--- src/rtl/ram_port_arbiter.sv ---
// ram_port_arbiter: shares one system RAM port between instruction fetch and
// the bus data port. Data has default priority. A starvation counter forces an
// instruction grant after MaxInstrWait consecutive denied instruction cycles.
// Each response is returned to the side that issued the access, one cycle later.
module ram_port_arbiter #(
  parameter int unsigned AddrWidth    = 32,
  parameter int unsigned DataWidth    = 32,
  parameter int unsigned MaxInstrWait = 4
) (
  input  logic                   CLK,
  input  logic                   RST,
  input  logic                   instr_req_i,
  input  logic [AddrWidth-1:0]   instr_addr_i,
  output logic                   instr_gnt_o,
  output logic                   instr_rvalid_o,
  output logic [DataWidth-1:0]   instr_rdata_o,
  input  logic                   data_req_i,
  input  logic                   data_we_i,
  input  logic [DataWidth/8-1:0] data_be_i,
  input  logic [AddrWidth-1:0]   data_addr_i,
  input  logic [DataWidth-1:0]   data_wdata_i,
  output logic                   data_gnt_o,
  output logic                   data_rvalid_o,
  output logic [DataWidth-1:0]   data_rdata_o,
  output logic                   mem_req_o,
  output logic                   mem_we_o,
  output logic [DataWidth/8-1:0] mem_be_o,
  output logic [AddrWidth-1:0]   mem_addr_o,
  output logic [DataWidth-1:0]   mem_wdata_o,
  input  logic [DataWidth-1:0]   mem_rdata_i
);

  localparam logic [3:0] StarveMax = 4'(MaxInstrWait);

  typedef enum logic [1:0] {
    IDLE   = 2'd0,
    RESP_I = 2'd1,
    RESP_D = 2'd2
  } state_t;

  state_t     state;
  logic [3:0] starve_cnt;
  logic       we_q;
  logic       starve_hit;

  // Grant decision: data wins unless instruction fetch has waited too long.
  always_comb begin
    starve_hit  = instr_req_i && (starve_cnt == StarveMax);
    data_gnt_o  = data_req_i && !starve_hit;
    instr_gnt_o = instr_req_i && !data_gnt_o;
  end

  // RAM port mux: winner's fields, all zero when nothing is granted.
  always_comb begin
    mem_req_o   = 1'b0;
    mem_we_o    = 1'b0;
    mem_be_o    = '0;
    mem_addr_o  = '0;
    mem_wdata_o = '0;
    if (data_gnt_o) begin
      mem_req_o   = 1'b1;
      mem_we_o    = data_we_i;
      mem_be_o    = data_be_i;
      mem_addr_o  = data_addr_i;
      mem_wdata_o = data_wdata_i;
    end else if (instr_gnt_o) begin
      mem_req_o  = 1'b1;
      mem_be_o   = '1;
      mem_addr_o = instr_addr_i;
    end
  end

  // Response state, registered write flag and starvation counter.
  always_ff @(posedge CLK) begin
    if (RST) begin
      state      <= IDLE;
      starve_cnt <= '0;
      we_q       <= 1'b0;
    end else begin
      if (instr_gnt_o) begin
        state <= RESP_I;
      end else if (data_gnt_o) begin
        state <= RESP_D;
      end else begin
        state <= IDLE;
      end

      if (data_gnt_o) begin
        we_q <= data_we_i;
      end

      if (!instr_req_i || instr_gnt_o) begin
        starve_cnt <= '0;
      end else if (starve_cnt != StarveMax) begin
        starve_cnt <= starve_cnt + 4'd1;
      end
    end
  end

  // Route RAM read data to the side whose access was granted last cycle.
  always_comb begin
    instr_rvalid_o = 1'b0;
    instr_rdata_o  = '0;
    data_rvalid_o  = 1'b0;
    data_rdata_o   = '0;
    case (state)
      RESP_I: begin
        instr_rvalid_o = 1'b1;
        instr_rdata_o  = mem_rdata_i;
      end
      RESP_D: begin
        data_rvalid_o = 1'b1;
        data_rdata_o  = we_q ? '0 : mem_rdata_i;
      end
      default: ;
    endcase
  end

endmodule
--- config.mk ---
export PLATFORM = sky130hd
export DESIGN_NAME = ram_port_arbiter
export DESIGN_NICKNAME = d
export VERILOG_FILES = /design/src/rtl/ram_port_arbiter.sv
export SDC_FILE = /design/constraint.sdc
export NUM_CORES = 1
export LEC_CHECK = 0
export ABC_CLOCK_PERIOD_IN_PS = 3800
export BUFFER_PORTS_ARGS = -buffer_cell sky130_fd_sc_hd__buf_2
export CELL_PAD_IN_SITES_DETAIL_PLACEMENT = 2
export CELL_PAD_IN_SITES_GLOBAL_PLACEMENT = 2
export CORE_MARGIN = 4
export CORE_UTILIZATION = 11
export DETAILED_ROUTE_END_ITERATION = 10
export PLACE_DENSITY = 0.94
export SYNTH_ARGS = -nofsm -noshare
export SYNTH_HDL_FRONTEND = slang
export SYNTH_SLANG_ARGS = --single-unit
--- constraint.sdc ---
create_clock -name CLK -period 3.8 [get_ports CLK]
set_input_delay 0.57 -clock CLK [delete_from_list [all_inputs] [get_ports CLK]]
set_output_delay 0.57 -clock CLK [all_outputs]
set_load 0.03 [all_outputs]
==> impl_metrics.csv, run 1 <==
group,metric,value,unit
sta,period_share,66.97,%
setup_path,r2r-start,"starve_cnt[0]",
sta,final_max_slew_viol_count,0,
detailed_routing,drcViolationCount,0,
sta,hold_viol,0,
setup_path,cp_slowest_cell,"buf_4",
cts,cts_tree,"done",
place,place_area,0.003168,sq mm
sta,worstMarginPinSlew,988.9,ps
floorplanning,die_area,0.01670,sq mm
global_route,antenna_found_initial,0,
setup_path,reg2regPathDepth,6,
place,pre_cts_ws,1407,ps
cells_and_area,design_area,0.003247,sq mm
cts,cts_setup_buffers,0,
setup_path,cp_num_buf_inv,3,
floorplanning,row_count,44,
setup_path,critPathArrivalTime,1970,ps
power,comb_power_share,61.5,%
logic_synthesis,synth_edf_count,0,
detailed_routing,viasPerCell,3.769,
power,power_density,203.1,mW/mm^2
sta,setup_violations,0,
global_route,grt_max_degree,41,
logic_synthesis,yosys_register_bits,7,
floorplanning,ios,275,
sta,max_freq,0.3930,GHz
cts,cts_root_buffer,"clkbuf_16",
global_route,grt_first_pass_wirelength,14270,um
setup_path,end_kind,"output port",
logic_synthesis,yosys.area.top_type,"and2_1",
sta,rsz0062_at_grt,"false",
setup_path,startpoint_type,"register",
min_path,hp-start,"starve_cnt[0]",
cts,worstSkewPairLatency,230,ps
cells_and_area,n_fill_cell,1802,
place,io_buffer_count,274,
cells_and_area,n_antenna_cell,0,
setup_path,crit_fanout,19,
power,vdd_ir_drop_max,0.0001296,V
cts,clkSinkCount,7,
setup_path,worst-setup-path-type,"register to output port",
sta,finalClockSkew,1.193,ps
global_route,grt_use_total,10.66,%
place,hpwlAfterDp,8874,um
setup_path,r2r_setup_slack,2210,ps
min_path,hold_end,"starve_cnt[0]",
detailed_routing,postRouteAntennaNets,0,
logic_synthesis,ys.warnings.count,0,
detailed_routing,num_vias,2638,
cts,clk_pin_slew,40,ps
cts,numCtsBuffers,3,
setup_path,reg2reg_to,"we_q",
setup_path,crit_chain,"inv_1, ha_1, nand3b_4, o21ai_4, buf_4, mux2i_1, buf_2",
global_route,grt_overflow,0,
detailed_routing,wl_per_cell,14.13,um
cts,clock_path_buffers,2,
cells_and_area,drive_above_1_share,55.62,%
logic_synthesis,post_synth_num_cell_types,21,
setup_path,critical_path.top_delay_family,"buffers and inverters",
setup_path,cpPeakStageDelay,340,ps
cts,cts_max_level,1,
cts,cts_resized,0,
sta,fin_ws,1255,ps
logic_synthesis,netlist.area_leader.share,37.54,%
run_status,status,"complete, no violations",
logic_synthesis,synth_flop_cell,"dfxtp_1",
sta,min_period,2545,ps
logic_synthesis,async_flop_share,0,%
power,switchingPower,298.7,uW
min_path,hold_path_depth,1,
sta,hold_slack,475.5,ps
power,p_int,360.7,uW
floorplanning,start_util,11.16,%
logic_synthesis,synth_area_leaders,"and2_1 38%, mux2i_1 21%, dfxtp_1 8.7%, inv_1 8.4%, nand2_1 7.7%",
run,maxCapViolations,0,
sta,tns,0,ps
setup_path,worst_ep_required_time,3230,ps
logic_synthesis,synth_area_per_cell,6.415,sq um
logic_synthesis,syn_nets,391,
floorplanning,die_height,129.2,um
detailed_routing,dr.first_iter.drc_count,31,
global_route,grt_pass1_vias,2862,
logic_synthesis,synth-seq-area-share,8.669,%
detailed_routing,wirelength,9891,um
logic_synthesis,synthCells,252,
place,place.gp.congestion,0.6958,
cells_and_area,area_growth,100.9,%
logic_synthesis,netlist_area,0.001617,sq mm
power,seqPwrFrac,11.8,%
floorplanning,fp.dieW,129.2,um
min_path,hold_path.class,"register to register",
setup_path,crit_start,"starve_cnt[0]",
power,switching_share,45.30,%
cts,cts_hold_buf,0,
sta,maxSlewHeadroom,33.78,%
cells_and_area,final_nets,656,
power,clock_power_share,26.7,%
detailed_routing,first_pass_iters,3,
power,p_leak,2.147,nW
floorplanning,core_area,0.01448,sq mm
power groups by stage:
stage               combinational (mW)  clock, mW  sequential, mW
floorplan                        0.247          0          0.0782
global placement                 0.402          0          0.0786
detailed placement               0.414          0          0.0788
CTS                              0.415      0.181          0.0777
global route                     0.439      0.189          0.0778
finish                           0.406      0.176          0.0776
cell usage in the layout, fill, tap and decap left out, types with 2 or more instances in the layout:
cell,count
mux2i_1,34
and2_1,97
buf_4,3
buf_2,274
nand2_1,33
nand2b_1,2
nor2b_2,2
nor2_1,6
ha_1,2
inv_2,2
dfxtp_1,7
inv_1,36
a21o_1,4
nor3_1,2
a21oi_1,2
clkbuf_16,3
metrics by stage:
| stage | power (mW) | util, % | cells |
|---|---|---|---|
| after floorplan | 0.3256 | - | 252 |
| after global placement | 0.4807 | 21.88 | 696 |
| after detailed placement | 0.4925 | 21.88 | 696 |
| final | 0.6594 | 22.42 | 700 |
| after global routing | 0.7057 | 22.42 | 700 |
| after CTS | 0.6736 | 22.42 | 700 |
logic make-up after synthesis:
family	Yosys count	share of synthesized area [%]
and+or+nand+nor	147	51.63
DFF	7	8.668
muxes	34	21.05
AOI/OAI and AO/OA	7	3.483
buffers and inverters	55	13.62
adders and majority gates	2	1.548
flip-flops by register name (all words and copies together), names as in the netlist:
name	flops
starve_cnt	4
state	2
we_q	1
cell usage after synthesis (all sizes together) (2+ instances only):
library cell	number
mux2i	34
nand2b	2
nor2b	3
clkbuf	12
a21o	4
nor2	6
buf	5
nand2	33
a21oi	2
ha	2
nor3	2
and2	97
dfxtp	7
inv	38
final cells by class:
| class | count | area, sq um | share of cell area, % |
|---|---|---|---|
| Inverter | 38 | 142.6 | 4.393 |
| Tap cell | 184 | 230.2 | 7.091 |
| Multi-Input combinational cell | 190 | 1261 | 38.84 |
| Sequential cell | 7 | 140.1 | 4.316 |
| Timing Repair Buffer | 277 | 1394 | 42.93 |
| Clock buffer | 4 | 78.83 | 2.428 |
routing by layer:
layer	global-route usage, %	wire (um)	share of wire, %
met5	0	0	0
met4	1.791	68	0.69
met3	3.545	1140	12
met2	22.04	5596	57
met1	10.13	3086	31
how the worst max path moves through the flow:
| stage | slack, ps | cells after the start | to |
|---|---|---|---|
| finish | 1260 | 7 | mem_addr_o[18] |
| global route | 970 | 4 | data_rdata_o[15] |
| CTS | 1160 | 4 | data_rdata_o[4] |
| detailed placement | 1410 | 4 | data_rdata_o[4] |
| global placement | 1470 | 4 | data_rdata_o[25] |
| floorplan | 1390 | 5 | mem_addr_o[10] |
Note: power is estimated with default switching activity, not from simulation.
==> run 2, diff against run 1 <==
ABC_CLOCK_PERIOD_IN_PS = 2300   (was 3800)
CORE_UTILIZATION = 10   (was 11)
PLACE_DENSITY = 0.9   (was 0.94)
clock period = 2.3 ns   (was 3.8 ns; I/O delays follow)
==> impl_metrics.csv, run 2 (synthesis gave the netlist of run 1 again) <==
group,metric,value,unit
run_status,status,"complete, no violations",
sta,hold_viol,0,
place,hpwlAfterDp,9314,um
cts,clkSinkCount,7,
setup_path,worst-setup-path-type,"register to output port",
setup_path,crit_chain,"inv_1, ha_2, nand3b_4, o21ai_4, buf_12, buf_12, mux2i_1, buf_2",
global_route,grt_pass1_vias,2972,
floorplanning,row_count,46,
floorplanning,fp.dieW,135.1,um
floorplanning,die_height,135.1,um
global_route,grt_overflow,0,
detailed_routing,wirelength,10570,um
global_route,grt_use_total,10.28,%
setup_path,end_kind,"output port",
sta,final_max_slew_viol_count,0,
min_path,hp-start,"RST",
cells_and_area,largest_register_ff_count,4,
sta,period_share,95.96,%
sta,worstMarginPinSlew,345.4,ps
run,maxCapViolations,0,
place,place_area,0.003233,sq mm
detailed_routing,drcViolationCount,0,
power,vdd_ir_drop_max,0.0001479,V
place,place.gp.congestion,0.7078,
detailed_routing,first_pass_iters,4,
min_path,hold_path.class,"primary input to register",
detailed_routing,dr.first_iter.drc_count,42,
place,io_buffer_count,274,
floorplanning,ios,275,
cells_and_area,drive_above_1_share,56.02,%
cts,cts_hold_buf,0,
cts,worstSkewPairLatency,230,ps
cells_and_area,area_growth,111.5,%
sta,setup_violations,0,
setup_path,crit_start,"starve_cnt[0]",
setup_path,cpPeakStageDelay,320,ps
global_route,antenna_found_initial,0,
detailed_routing,postRouteAntennaNets,0,
place,placed_cells,732,
setup_path,crit_fanout,13,
setup_path,r2r-start,"starve_cnt[0]",
cells_and_area,final_nets,663,
floorplanning,start_util,10.18,%
cts,cts_tree,"done",
floorplanning,die_area,0.01826,sq mm
cells_and_area,regMostFlops,"starve_cnt",
detailed_routing,num_vias,2703,
sta,finalClockSkew,3.154,ps
cts,numCtsBuffers,3,
setup_path,cp_slowest_cell,"dfxtp_1",
sta,rsz0062_at_grt,"false",
setup_path,startpoint_type,"register",
sta,tns,0,ps
cts,cts_root_buffer,"clkbuf_16",
power,p_leak,2.205,nW
detailed_routing,viasPerCell,3.658,
cts,cts_max_level,1,
cells_and_area,n_antenna_cell,0,
sta,maxSlewHeadroom,76.97,%
setup_path,worst_ep_required_time,1960,ps
setup_path,critPathArrivalTime,1860,ps
cts,clock_path_buffers,2,
global_route,grt_max_degree,40,
cells_and_area,layout.cells.non_filler,739,
cells_and_area,layout_common_cells,"267 x buf_2, 97 x and2_1, 36 x inv_1, 34 x mux2i_1, 33 x nand2_1",
sta,max_freq,0.4531,GHz
setup_path,path_common_cell,"buf_12",
cells_and_area,mostFrequentLayoutCell,"buf_2",
cts,clk_pin_slew,40,ps
detailed_routing,wl_per_cell,14.30,um
floorplanning,core_area,0.01589,sq mm
cells_and_area,top_regs,"starve_cnt: 4 flops, state: 2 flops, we_q: 1 flops",
power,power_density,328.5,mW/mm^2
sta,min_period,2207,ps
global_route,grt_first_pass_wirelength,15110,um
cells_and_area,design_area,0.003418,sq mm
-- run 2: cell count changes in the layout (fill, tap and decap cells not counted), sizes merged --
cell,change
buf,-1
clkbuf,+8
-- run 2: cell type report --
| type | count | area (sq um) |
|---|---|---|
| fillers | 1996 | 12470 |
| repair buffers | 284 | 1523 |
| multi-input cells | 190 | 1259 |
| well taps | 216 | 270.3 |
| inverters | 38 | 147.6 |
| flip-flops and latches | 7 | 140.1 |
| clock buffers | 4 | 78.83 |
-- run 2: stage by stage --
step	setup slack (ps)	hold WS [ps]	util, %	total power, mW
2_1_floorplan	219.5	417.4	-	0.5379
3_3_place_gp	312.3	447.7	20.35	0.8007
3_5_place_dp	235.9	454.6	20.35	0.8195
4_1_cts	17.07	358.2	20.91	1.125
5_1_grt	1.105	374.2	21.52	1.196
6_report	93.03	345.5	21.52	1.123
-- run 2: metal layers --
| metal | track usage [%] | up-vias | routed length (um) |
|---|---|---|---|
| li1 | - | 1292 | - |
| met1 | 9.914 | 1243 | 3415 |
| met2 | 20.49 | 160 | 5717 |
| met3 | 3.715 | 8 | 1291 |
| met4 | 2.464 | 0 | 143 |
| met5 | 0 | - | 0 |
-- run 2: critical path, delay by kind of cell, from the launching register on --
kind                       cells  cell delay (ps)
buffers and inverters          4              600
DFF                            1              320
adders and majority gates      1              220
muxes                          1              200
AOI/OAI and AO/OA              1              180
and+or+nand+nor                1              110
-- run 2: worst paths after layout --
path | to | slack, ps | depth (start not counted)
max | mem_addr_o[7] | 90 | 8
min reg2reg | starve_cnt[0] | 460 | 1
max reg2reg | we_q | 770 | 8
min | state[0] | 350 | 2
-- run 2: report_power, final --
part,total (mW),switching (mW),leakage [nW],internal [mW]
Sequential,0.128,0.00201,0.0572,0.126
Combinational,0.700,0.438,2.11,0.262
Clock,0.295,0.0642,0.0382,0.231
-- run 2: what timing repair did --
action | in CTS | in global routing
setup buffers | 0 | 1
resized for setup | 3 | 13
pin swaps | 0 | 1
setup endpoints to repair | 7 | 23
cloned | 0 | 2
==> run 3, diff against run 2 <==
==> constraint.sdc (replaced) <==
create_clock -name CLK -period 2.3 [get_ports CLK]
set_input_delay 0.23 -clock CLK [delete_from_list [all_inputs] [get_ports CLK]]
set_output_delay 0.23 -clock CLK [all_outputs]
set_load 0.03 [all_outputs]
==> impl_metrics.csv, run 3 (synthesis gave the netlist of run 1 again) <==
group,metric,value,unit
run_status,status,"complete, no violations",
power,p_int,606.3,uW
cells_and_area,largest_register_ff_count,4,
sta,maxSlewHeadroom,76.38,%
detailed_routing,wirelength,10590,um
min_path,hp-start,"RST",
global_route,antenna_found_initial,0,
sta,max_freq,0.4572,GHz
floorplanning,core_area,0.01589,sq mm
cts,clock_path_buffers,2,
cells_and_area,regMostFlops,"starve_cnt",
sta,hold_viol,0,
cells_and_area,n_antenna_cell,0,
cells_and_area,drive_above_1_share,55.58,%
global_route,grt_overflow,0,
setup_path,cpPeakStageDelay,340,ps
setup_path,startpoint_type,"register",
sta,fin_ws,112.8,ps
min_path,hold_end,"state[1]",
cells_and_area,mostFrequentLayoutCell,"buf_2",
cts,cts_tree,"done",
floorplanning,die_area,0.01826,sq mm
detailed_routing,viasPerCell,3.648,
cells_and_area,area_growth,107.0,%
power,p_leak,2.179,nW
global_route,grt_first_pass_wirelength,15120,um
global_route,grt_max_degree,40,
place,io_buffer_count,274,
setup_path,cp_num_buf_inv,3,
cells_and_area,final_nets,660,
floorplanning,start_util,10.18,%
floorplanning,ios,275,
sta,rsz0062_at_grt,"false",
cells_and_area,top_regs,"starve_cnt: 4 flops, state: 2 flops, we_q: 1 flops",
sta,min_period,2187,ps
detailed_routing,num_vias,2685,
setup_path,r2r_setup_slack,680,ps
cts,numCtsBuffers,3,
global_route,grt_use_total,10.36,%
place,hpwlAfterDp,9277,um
power,power_density,332.7,mW/mm^2
cts,cts_hold_buf,0,
global_route,grt_pass1_vias,3002,
setup_path,reg2reg_to,"we_q",
power,seqPwrFrac,11.5,%
cts,clk_pin_slew,40,ps
min_path,hold_path_depth,2,
setup_path,worst_ep_required_time,2070,ps
setup_path,r2r-start,"starve_cnt[0]",
cts,cts_root_buffer,"clkbuf_16",
sta,finalClockSkew,0.2497,ps
setup_path,reg2regPathDepth,7,
cts,worstSkewPairLatency,230,ps
setup_path,critical_path.top_delay_family,"buffers and inverters",
run,maxCapViolations,0,
sta,worstMarginPinSlew,354.4,ps
cts,clkSinkCount,7,
power,clock_power_share,26.8,%
detailed_routing,first_pass_iters,3,
floorplanning,fp.dieW,135.1,um
setup_path,worst-setup-path-type,"register to output port",
power,switching_share,45.55,%
setup_path,crit_fanout,17,
detailed_routing,dr.first_iter.drc_count,34,
sta,tns,0,ps
setup_path,critPathArrivalTime,1960,ps
power,vdd_ir_drop_max,0.0001434,V
cts,cts_max_level,1,
sta,period_share,95.10,%
power,switchingPower,507.2,uW
cts,cts_setup_buffers,0,
setup_path,crit_chain,"inv_1, ha_1, nand3b_4, o21ai_4, buf_12, mux2i_1, buf_2",
detailed_routing,wl_per_cell,14.39,um
detailed_routing,drcViolationCount,0,
floorplanning,row_count,46,
setup_path,end_kind,"output port",
setup_path,cp_slowest_cell,"dfxtp_1",
floorplanning,die_height,135.1,um
min_path,hold_path.class,"primary input to register",
power,comb_power_share,61.7,%
place,pre_cts_ws,314.3,ps
sta,setup_violations,0,
cells_and_area,layout_common_cells,"273 x buf_2, 97 x and2_1, 36 x inv_1, 34 x mux2i_1, 33 x nand2_1",
detailed_routing,postRouteAntennaNets,0,
sta,final_max_slew_viol_count,0,
place,place.gp.congestion,0.7165,
-- run 3: timing repair --
action	CTS	global route
setup endpoints to repair	0	32
endpoints found under the hold margin	0	0
resized for setup	0	3
-- run 3: power by group through the flow --
| stage | registers [mW] | clock network (mW) | logic [mW] |
|---|---|---|---|
| 3_5_place_dp | 0.130 | 0 | 0.695 |
| 4_1_cts | 0.128 | 0.304 | 0.696 |
| 2_1_floorplan | 0.129 | 0 | 0.409 |
| 6_report | 0.128 | 0.298 | 0.687 |
| 5_1_grt | 0.129 | 0.315 | 0.744 |
| 3_3_place_gp | 0.130 | 0 | 0.674 |
-- run 3: how the worst max path moves through the flow --
stage                        startpoint         endpoint  slack (ps)  cells past startpoint
after floorplan           starve_cnt[0]   mem_addr_o[10]         330                      6
after global placement    starve_cnt[0]  mem_wdata_o[11]         380                      7
after detailed placement  starve_cnt[0]  mem_wdata_o[11]         310                      7
after CTS                 starve_cnt[0]  mem_wdata_o[11]          60                      7
after global routing      starve_cnt[0]   mem_addr_o[18]          20                      7
final                     starve_cnt[0]   mem_addr_o[22]         110                      7
-- run 3: per-stage QoR --
step / area (sq um) / cells / hold WS [ps] / power (mW) / util, %
5_1_grt: 3347 / 736 / 246.8 / 1.188 / 21.07
4_1_cts: 3317 / 735 / 226.6 / 1.128 / 20.88
3_5_place_dp: 3238 / 731 / 460.3 / 0.8244 / 20.38
3_3_place_gp: 3238 / 731 / 450.4 / 0.8031 / 20.38
6_report: 3347 / 736 / 220.0 / 1.113 / 21.07
2_1_floorplan: 1617 / 252 / 302.4 / 0.5379 / -
-- run 3: layout make-up --
class                           count  area (sq um)
Tap cell                          216         270.3
Clock buffer                        4         78.83
Multi-Input combinational cell    190          1256
Inverter                           38         145.1
Sequential cell                     7         140.1
Timing Repair Buffer              281          1456
Fill cell                        1992         12540
-- run 3: routing by layer --
layer / vias up / GRT usage, % / routed length, um
li1: 1286 / - / -
met1: 1239 / 9.169 / 3206
met2: 156 / 22.10 / 6004
met3: 4 / 3.678 / 1316
met4: 0 / 1.736 / 63
met5: - / 0 / 0
